===== config.mk =====
export PLATFORM = sky130hd
export DESIGN_NAME = mem_access_ctrl
export DESIGN_NICKNAME = d
export VERILOG_FILES = /design/src/rtl/mem_pkg.sv /design/src/rtl/stack_pointer_unit.sv /design/src/rtl/mem_access_ctrl.sv
export SDC_FILE = /design/constraint.sdc
export NUM_CORES = 1
export LEC_CHECK = 0
export BUFFER_PORTS_ARGS = -buffer_cell sky130_fd_sc_hd__buf_2
export CAP_MARGIN = 20
export CORE_MARGIN = 4
export CORE_UTILIZATION = 35
export DETAILED_ROUTE_END_ITERATION = 8
export PLACE_DENSITY_LB_ADDON = 0.15
export SLEW_MARGIN = 20
export SYNTH_ARGS = -nofsm -noshare
export SYNTH_HDL_FRONTEND = slang
export SYNTH_SLANG_ARGS = --single-unit

===== constraint.sdc =====
create_clock -name i_clk -period 4.5 [get_ports i_clk]
set_input_delay 0.225 -clock i_clk [delete_from_list [all_inputs] [get_ports i_clk]]
set_output_delay 0.225 -clock i_clk [all_outputs]
set_load 0.01 [all_outputs]

===== src/rtl/mem_pkg.sv =====
// Shared encodings and defaults for the memory-stage sequencer.
package mem_pkg;

  localparam int          ADDR_W_DEFAULT   = 12;
  localparam logic [15:0] SP_RESET_DEFAULT = 16'h0FFF;

  typedef enum logic [2:0] {
    MEM_NONE   = 3'd0,
    MEM_LOAD   = 3'd1,
    MEM_STORE  = 3'd2,
    MEM_PUSH   = 3'd3,
    MEM_POP    = 3'd4,
    MEM_PUSH32 = 3'd5,
    MEM_POP32  = 3'd6
  } mem_op_t;

  typedef enum logic {
    ST_IDLE   = 1'b0,
    ST_SECOND = 1'b1
  } state_t;

  // True when addr lies at or above 2**addr_w.
  function automatic logic out_of_range(input logic [15:0] addr, input int addr_w);
    return (addr_w < 16) && ((addr >> addr_w) != 16'h0);
  endfunction

endpackage


===== src/rtl/stack_pointer_unit.sv =====
// Stack pointer register: applies a signed step of -2..+2 when commit is high.
module stack_pointer_unit
  import mem_pkg::*;
#(
  parameter logic [15:0] SP_RESET = SP_RESET_DEFAULT
) (
  input  logic              clk,
  input  logic              rst_n,
  input  logic signed [2:0] step,
  input  logic              commit,
  output logic [15:0]       sp
);

  always_ff @(posedge clk or negedge rst_n) begin
    if (!rst_n)
      sp <= SP_RESET;
    else if (commit)
      sp <= sp + {{13{step[2]}}, step};
  end

endmodule


===== src/rtl/mem_access_ctrl.sv =====
// Memory-stage sequencer: maps pipeline memory ops onto single-word accesses,
// splitting 32-bit stack transfers into two cycles and flagging bad addresses.
module mem_access_ctrl
  import mem_pkg::*;
#(
  parameter int          ADDR_W   = ADDR_W_DEFAULT,
  parameter logic [15:0] SP_RESET = SP_RESET_DEFAULT
) (
  input  logic        i_clk,
  input  logic        i_rst_n,
  input  logic        i_valid,
  input  logic [2:0]  i_op,
  input  logic [15:0] i_address,
  input  logic [31:0] i_write_data,
  input  logic [15:0] i_mem_read_data,
  output logic [15:0] o_mem_address,
  output logic [15:0] o_mem_write_data,
  output logic        o_mem_read,
  output logic        o_mem_write,
  output logic [31:0] o_result,
  output logic        o_done,
  output logic        o_stall,
  output logic        o_mem_fault,
  output logic [15:0] o_sp
);

  state_t            state, state_nxt;
  mem_op_t           op, op_held;
  logic [15:0]       low_word;
  logic [15:0]       sp;
  logic signed [2:0] sp_step;
  logic              sp_commit;
  logic [15:0]       acc_addr, acc_data;
  logic              acc_rd, acc_wr, acc_done, acc_stall;
  logic              enter_second, fault, take_second;

  assign op          = mem_op_t'(i_op);
  assign o_sp        = sp;
  assign take_second = i_rst_n && enter_second && !fault;

  stack_pointer_unit #(.SP_RESET(SP_RESET)) u_sp (
    .clk    (i_clk),
    .rst_n  (i_rst_n),
    .step   (sp_step),
    .commit (sp_commit),
    .sp     (sp)
  );

  always_ff @(posedge i_clk or negedge i_rst_n) begin
    if (!i_rst_n) begin
      state    <= ST_IDLE;
      op_held  <= MEM_NONE;
      low_word <= 16'h0;
    end else begin
      state <= state_nxt;
      if (take_second) begin
        op_held <= op;
        if (acc_rd)
          low_word <= i_mem_read_data;
      end
    end
  end

  // Decode: the access this cycle would make if its address is legal.
  always_comb begin
    acc_addr     = 16'h0;
    acc_data     = 16'h0;
    acc_rd       = 1'b0;
    acc_wr       = 1'b0;
    acc_done     = 1'b0;
    acc_stall    = 1'b0;
    enter_second = 1'b0;
    sp_step      = 3'sd0;
    if (state == ST_SECOND) begin
      acc_done = 1'b1;
      if (op_held == MEM_PUSH32) begin
        acc_addr = sp - 16'd1;
        acc_data = i_write_data[15:0];
        acc_wr   = 1'b1;
        sp_step  = -3'sd2;
      end else begin
        acc_addr = sp + 16'd2;
        acc_rd   = 1'b1;
        sp_step  = 3'sd2;
      end
    end else if (i_valid) begin
      case (op)
        MEM_LOAD:   begin acc_addr = i_address; acc_rd = 1'b1; acc_done = 1'b1; end
        MEM_STORE:  begin
          acc_addr = i_address; acc_data = i_write_data[15:0];
          acc_wr = 1'b1; acc_done = 1'b1;
        end
        MEM_PUSH:   begin
          acc_addr = sp; acc_data = i_write_data[15:0];
          acc_wr = 1'b1; acc_done = 1'b1; sp_step = -3'sd1;
        end
        MEM_POP:    begin
          acc_addr = sp + 16'd1; acc_rd = 1'b1; acc_done = 1'b1; sp_step = 3'sd1;
        end
        MEM_PUSH32: begin
          acc_addr = sp; acc_data = i_write_data[31:16];
          acc_wr = 1'b1; acc_stall = 1'b1; enter_second = 1'b1;
        end
        MEM_POP32:  begin
          acc_addr = sp + 16'd1; acc_rd = 1'b1; acc_stall = 1'b1; enter_second = 1'b1;
        end
        default: ;
      endcase
    end
    fault = (acc_rd || acc_wr) && out_of_range(acc_addr, ADDR_W);
  end

  // Outputs and next state; a fault aborts the whole op with SP untouched.
  always_comb begin
    o_mem_address    = 16'h0;
    o_mem_write_data = 16'h0;
    o_mem_read       = 1'b0;
    o_mem_write      = 1'b0;
    o_result         = 32'h0;
    o_done           = 1'b0;
    o_stall          = 1'b0;
    o_mem_fault      = 1'b0;
    sp_commit        = 1'b0;
    state_nxt        = ST_IDLE;
    if (i_rst_n) begin
      if (fault) begin
        o_mem_fault = 1'b1;
        o_done      = 1'b1;
      end else begin
        o_mem_address    = acc_addr;
        o_mem_write_data = acc_data;
        o_mem_read       = acc_rd;
        o_mem_write      = acc_wr;
        o_done           = acc_done;
        o_stall          = acc_stall;
        sp_commit        = acc_done;
        state_nxt        = enter_second ? ST_SECOND : ST_IDLE;
        if (acc_rd && acc_done)
          o_result = (state == ST_SECOND) ? {i_mem_read_data, low_word}
                                          : {16'h0, i_mem_read_data};
      end
    end
  end

endmodule


---- Yosys cells after proc, flatten, opt, wreduce, memory -nomap -nowiden ----
Cells that the tools add are included.
W data, S select, Z words.
word-level totals
  bits in registers ....................... 36
  bits of input ports ..................... 70
  output and inout bits ................... 85
operators by class
  add/subtract/negate cells ............... 4
  eq/ne operators ......................... 7
  muxes and demuxes ....................... 49
  reduce and logical (&&, ||, !) cells .... 16
operators with widths
  cell                     number
  $mux W16                 10
  $mux W32                 4
  $pmux W16 S3             1
  $pmux W16 S2             1
  $mux W1                  29
  $add A16 B1 Y16 const B  1
  $add A16 B16 Y16         1
  $add A16 B2 Y16 const B  1
  $reduce_bool A16 Y1      1
  $sub A16 B1 Y16 const B  1
  $eq A3 B3 Y1 const B     4
  $reduce_or A2 Y1         5
  $mux W3                  3
  $eq A3 B2 Y1 const B     2
  $pmux W3 S2              1
  $reduce_or A3 Y1         2
  $logic_and A1 B1 Y1      4
  $reduce_or A4 Y1         1
  $eq A3 B1 Y1 const B     1
  $reduce_and A2 Y1        1
  $logic_not A1 Y1         1
  $logic_or A1 B1 Y1       1

---- Logic depth before layout (Yosys ltp) ----
  depth after elaboration ................. 10
  mapped depth ............................ 17
  depth with buffers taken out ............ 15

---- Modules after synthesis ----
A second synthesis with hierarchy kept.
unflattened totals
  cells, all modules ...................... 595
  area total of the unflattened synthesis .. 4798.4 um2
by module, submodules not included
  module              times used  cells each  area each (um2)  sequential area each (um2)
  mem_access_ctrl     1           463         3478.3           500.5
  stack_pointer_unit  1           132         1320.0           415.4

---- Worst setup path before layout ----
Ideal clock, no wire load.
  kind .................................... register -> output
  from .................................... register u_sp.sp[2]
  to ...................................... output o_result[21]
  arrival time ............................ 3359 ps
  slack ................................... 916 ps
  cell stages (with the launch flop) ...... 13
  cells stage by stage .................... dfstp_2 clkbuf_1 inv_1 ha_1 a21boi_0 or3b_4 a22oi_4 xor2_2 o41ai_4 nand3_1 nor2_1 clkbuf_1 and2_1
on the way
  cells in the longest elaborated chain, start to end .. 8
  elaborated cells between the ends (all ways) .. 11
  classes of those cells .................. add/sub (3); mux (6); reduce/logical (2)
ends and longest elaborated chain
  element                   RTL line                                       source
  start: declaration        stack_pointer_unit.sv:11                       output logic [15:0] sp
  start signal: assignment  stack_pointer_unit.sv:18                       sp <= sp + {{13{step[2]}}, step};
  $add A16 B1 Y16           mem_access_ctrl.sv:98, mem_access_ctrl.sv:105
  $pmux W16 S3              mem_access_ctrl.sv:87                          case (op)
  $mux W16                  mem_access_ctrl.sv:86                          end else if (i_valid) begin
  $mux W16 *                mem_access_ctrl.sv:74                          if (state == ST_SECOND) begin
  $reduce_bool A16 Y1 *     mem_pkg.sv:24                                  return (addr_w < 16) && ((addr >> addr_w) != 16'h0);
  $logic_and A1 B1 Y1 *     mem_access_ctrl.sv:110                         fault = (acc_rd || acc_wr) && out_of_range(acc_addr, ADDR_W);
  $mux W32 *                mem_access_ctrl.sv:126                         if (fault) begin
  $mux W32 *                mem_access_ctrl.sv:125                         if (i_rst_n) begin
  end: declaration          mem_access_ctrl.sv:20                          output logic [31:0] o_result,
Every way passes the cells marked *; elsewhere a longest branch is shown, timed or not.

---- Worst setup path in the final report ----
  from .................................... register u_sp.sp[2]
  to ...................................... output o_mem_read
on the way
  cells in the longest elaborated chain, start to end .. 8
  elaborated cells between the ends (all ways) .. 11
  classes of those cells .................. add/sub (3); mux (6); reduce/logical (2)
ends and longest elaborated chain
  element                RTL line                                       source
  $add A16 B1 Y16        mem_access_ctrl.sv:98, mem_access_ctrl.sv:105
  $pmux W16 S3           mem_access_ctrl.sv:87
  $mux W16               mem_access_ctrl.sv:86
  $mux W16 *             mem_access_ctrl.sv:74
  $reduce_bool A16 Y1 *  mem_pkg.sv:24
  $logic_and A1 B1 Y1 *  mem_access_ctrl.sv:110
  $mux W1 *              mem_access_ctrl.sv:126
  $mux W1 *              mem_access_ctrl.sv:125
  end: declaration       mem_access_ctrl.sv:18                          output logic o_mem_read,
Marks and branches as above.

==> flow_metrics.tcl <==
set metrics [dict create \
    status "finished, final reports clean" \
    drv_cap 0 \
    path_class "flop to output port" \
    drt_wl_total_mm 14.1 \
    synth_fa_ha_area_share_pct 6.22 \
    clock_path_buffers 2 \
    synth-xor-area-share_pct 6.22 \
    first_iter_violations 228 \
    synth_cell_type_count 68 \
    hold_violations 0 \
    die_w_um 119 \
    yosysWarnings 0 \
    synth_ff_type "dfrtp_1" \
    finalMaxSlewViolations 0 \
    ys_async_sr_fraction_pct 100 \
    cts_tree "built" \
    finalCriticalPeriod_ns 3.91 \
    path_clk_slew_ns 0.06 \
    synth.area.mux_share_pct 10.7 \
    rsz0062_at_grt "false" \
    syn_inst 563 \
    io_pins 155 \
    drive_gt1_share_pct 30.7 \
    path_cells "inv_1 > ha_1 > a21boi_0 > or3b_4 > a22oi_4 > xor2_2 > o41ai_4 > nand3_1 > buf_4 > a21oi_1 > buf_2" \
    drc 0 \
    core_mm2 0.0121 \
    hpwl_mm 10.6 \
    startpoint_type "flop" \
    hold_class "input pin to flop" \
    nFillCells 1283 \
    cts_root_buf "clkbuf_16" \
    worstSkewPairLatency_ns 0.27 \
    antennaDiodeCount 0 \
    end_kind "output port" \
    die_height_um 119 \
    syn-cell-area_mm2 0.00435 \
    grt_pass1_vias 4450 \
    gp_congestion 0.916 \
    pre_cts_slack_ns 0.532 \
    h-tree-depth 2 \
    power_density_mw_per_mm2 375 \
    die-area_mm2 0.0143 \
    ant_nets 0 \
    max_stage_delay_ns 0.71 \
    seq_area_frac_synth_pct 21.1 \
    finalCritPeriodShare_pct 86.8 \
    stdcell_area_mm2 0.00533 \
    synth_edf_count 0 \
    irDropWorstVdd_uv 284 \
    row_count 40 \
    grtUsageTotal_pct 18.8 \
    via_count 4648 \
    worst-path-buf-inv 3 \
    grt_pass1_wl_mm 22.6 \
    fmax_ghz 0.256 \
    critPathTopFamily "compound AO/OA/AOI/OAI gates" \
    viasPerCell 5.43 \
    grt_antenna_before_repair 0 \
    slew-limit-headroom_pct 23.5 \
    setup_slack_ns 0.593 \
    area_growth_pct 22.6 \
    cts_made_buffers 5 \
    leakage_nw 2.49 \
    cts_resized 0 \
    grt_overflow_total 0 \
    port_buffers 150 \
    synth-compound-area-share_pct 23.6 \
    cp.arrival_ns 3.68 \
    fin_total_pwr_mw 2.00 \
    worst_slew_pin_slew_ns 1.14 \
    placed_area_mm2 0.00515 \
    post_drt_wl_per_cell_um 16.4 \
    initial_utilization_pct 36.0 \
    cts.sinks 36 \
    setup_viol 0 \
    slowest_stage "dfstp_2" \
    avgSynthCellArea_um2 7.72 \
    synth_top_family_by_area "simple AND/OR/NAND/NOR gates" \
    setup_tns_ns 0 \
    crit_fanout 29 \
    firstDrtPassIters 4 \
    finalNetCount 778 \
    grt_max_degree 43 \
    cp_data_required_time_ns 4.28 \
    fin_worst_skew_ns 0.00372 \
    yosys.area_share.simple_pct 25.6 \
    synth_seq_cells 36 \
]
[cells by family after synthesis]
group	Yosys count
and+or+nand+nor	221
AOI/OAI and AO/OA	151
buffers and inverters	60
muxes	43
DFF	36
xor gates and xnor gates	30
adders and majority gates	21
other	1
[layer usage]
layer / track usage (%) / vias to the layer above / part of all wire (%)
met4: 3.58 / 0 / 1.1
met5: 0 / - / 0
met1: 26.2 / 2171 / 46
met3: 2.66 / 13 / 6.1
li1: - / 2300 / -
met2: 31.0 / 164 / 46
[cell type report]
class | count | area [um2] | share of cell area (%)
repair buffers | 160 | 828 | 15.5
clock inverters | 2 | 35.0 | 0.658
clock buffers | 6 | 129 | 2.42
well taps | 168 | 210 | 3.95
flip-flops and latches | 36 | 916 | 17.2
inverters | 14 | 52.6 | 0.986
multi-input cells | 470 | 3160 | 59.3
[power by group]
group          switching [mW]  internal, mW  total [mW]  leakage [nW]
Combinational           0.477         0.397       0.874          1.98
Sequential              0.276         0.459       0.735         0.436
Clock                   0.129         0.260       0.389        0.0808
[per-stage QoR]
step / cells / hold slack, ns / util, %
after global routing: 856 / 0.196 / 44.2
after floorplan: 566 / -0.0706 / -
after CTS: 856 / 0.185 / 44.2
after global placement: 847 / 0.245 / 42.7
final: 856 / 0.188 / 44.2
after detailed placement: 847 / 0.259 / 42.7
[worst register-to-register path: stages (launching register included)]
cell and delay, ns:
dfstp_2 0.71, inv_1 0.11, ha_1 0.19, a21boi_0 0.33, or3b_4 0.45, a22oi_4 0.21
xor2_2 0.10, o41ai_4 0.47, nand3_2 0.51, a31oi_1 0.37, xor2_1 0.16
[cells in the final DEF (no fill, tap or decap), types with 7 or more instances in the layout]
master / count
buf_2: 150
nor2_1: 71
nand2_1: 50
o21ai_0: 34
a21oi_1: 32
dfrtp_1: 24
a22oi_1: 23
ha_1: 20
mux2i_1: 17
and2_1: 17
nor3_1: 16
mux2_2: 16
xor2_1: 15
inv_1: 14
xnor2_1: 14
dfstp_2: 12
nor4_1: 10
nand3_1: 10
mux2_1: 10
buf_4: 9
nand4_1: 7
a221oi_1: 7
[cell usage after synthesis (6+ instances only)]
cell type   n  area [um2]
nor2_1     71         267
nand2_1    50         188
o21ai_0    34         170
a21oi_1    32         160
clkbuf_1   25        93.8
dfrtp_1    24         601
a22oi_1    23         173
ha_1       20         250
and2_1     17         106
mux2i_1    17         170
mux2_2     16         180
nor3_1     16        80.1
xor2_1     15         131
inv_1      14        52.6
xnor2_1    14         123
buf_2      12        60.1
dfstp_2    12         315
mux2_1     10         113
nand3_1    10        50.1
nor4_1     10        62.6
a221oi_1    7        61.3
nand4_1     7        43.8
a21o_1      6        45.0
a31oi_1     6        37.5
nor2b_1     6        37.5
o21a_1      6        45.0
or2_2       6        37.5
[worst paths after layout]
| path | startpoint | endpoint | slack (ns) | cells after the start |
|---|---|---|---|---|
| max in group asynchronous | i_rst_n | state$_DFF_PN0_ | 3.37 | 3 |
| min in group asynchronous | i_rst_n | u_sp.sp[12]$_DFFE_PN0P_ | 0.49 | 2 |
| hold / removal | i_mem_read_data[9] | low_word[9]$_DFFE_PN0P_ | 0.19 | 2 |
| setup / recovery | u_sp.sp[2]$_DFFE_PN1P_ | o_mem_read | 0.59 | 11 |
| hold reg to reg | low_word[8]$_DFFE_PN0P_ | low_word[8]$_DFFE_PN0P_ | 0.49 | 1 |
| setup reg to reg | u_sp.sp[2]$_DFFE_PN1P_ | u_sp.sp[15]$_DFFE_PN0P_ | 0.81 | 10 |
[sequential cells by signal, summed over array words and instances (netlist names)]
signal    cells
low_word     16
u_sp.sp      16
op_held       3
state         1
[timing repair]
action / CTS / global route
endpoints found under the hold margin: 9 / 0
hold buffers: 1 / 0
setup endpoints to repair: 0 / 0
buffers inserted: 0 / 0
Power figures use the tool's default switching activity.
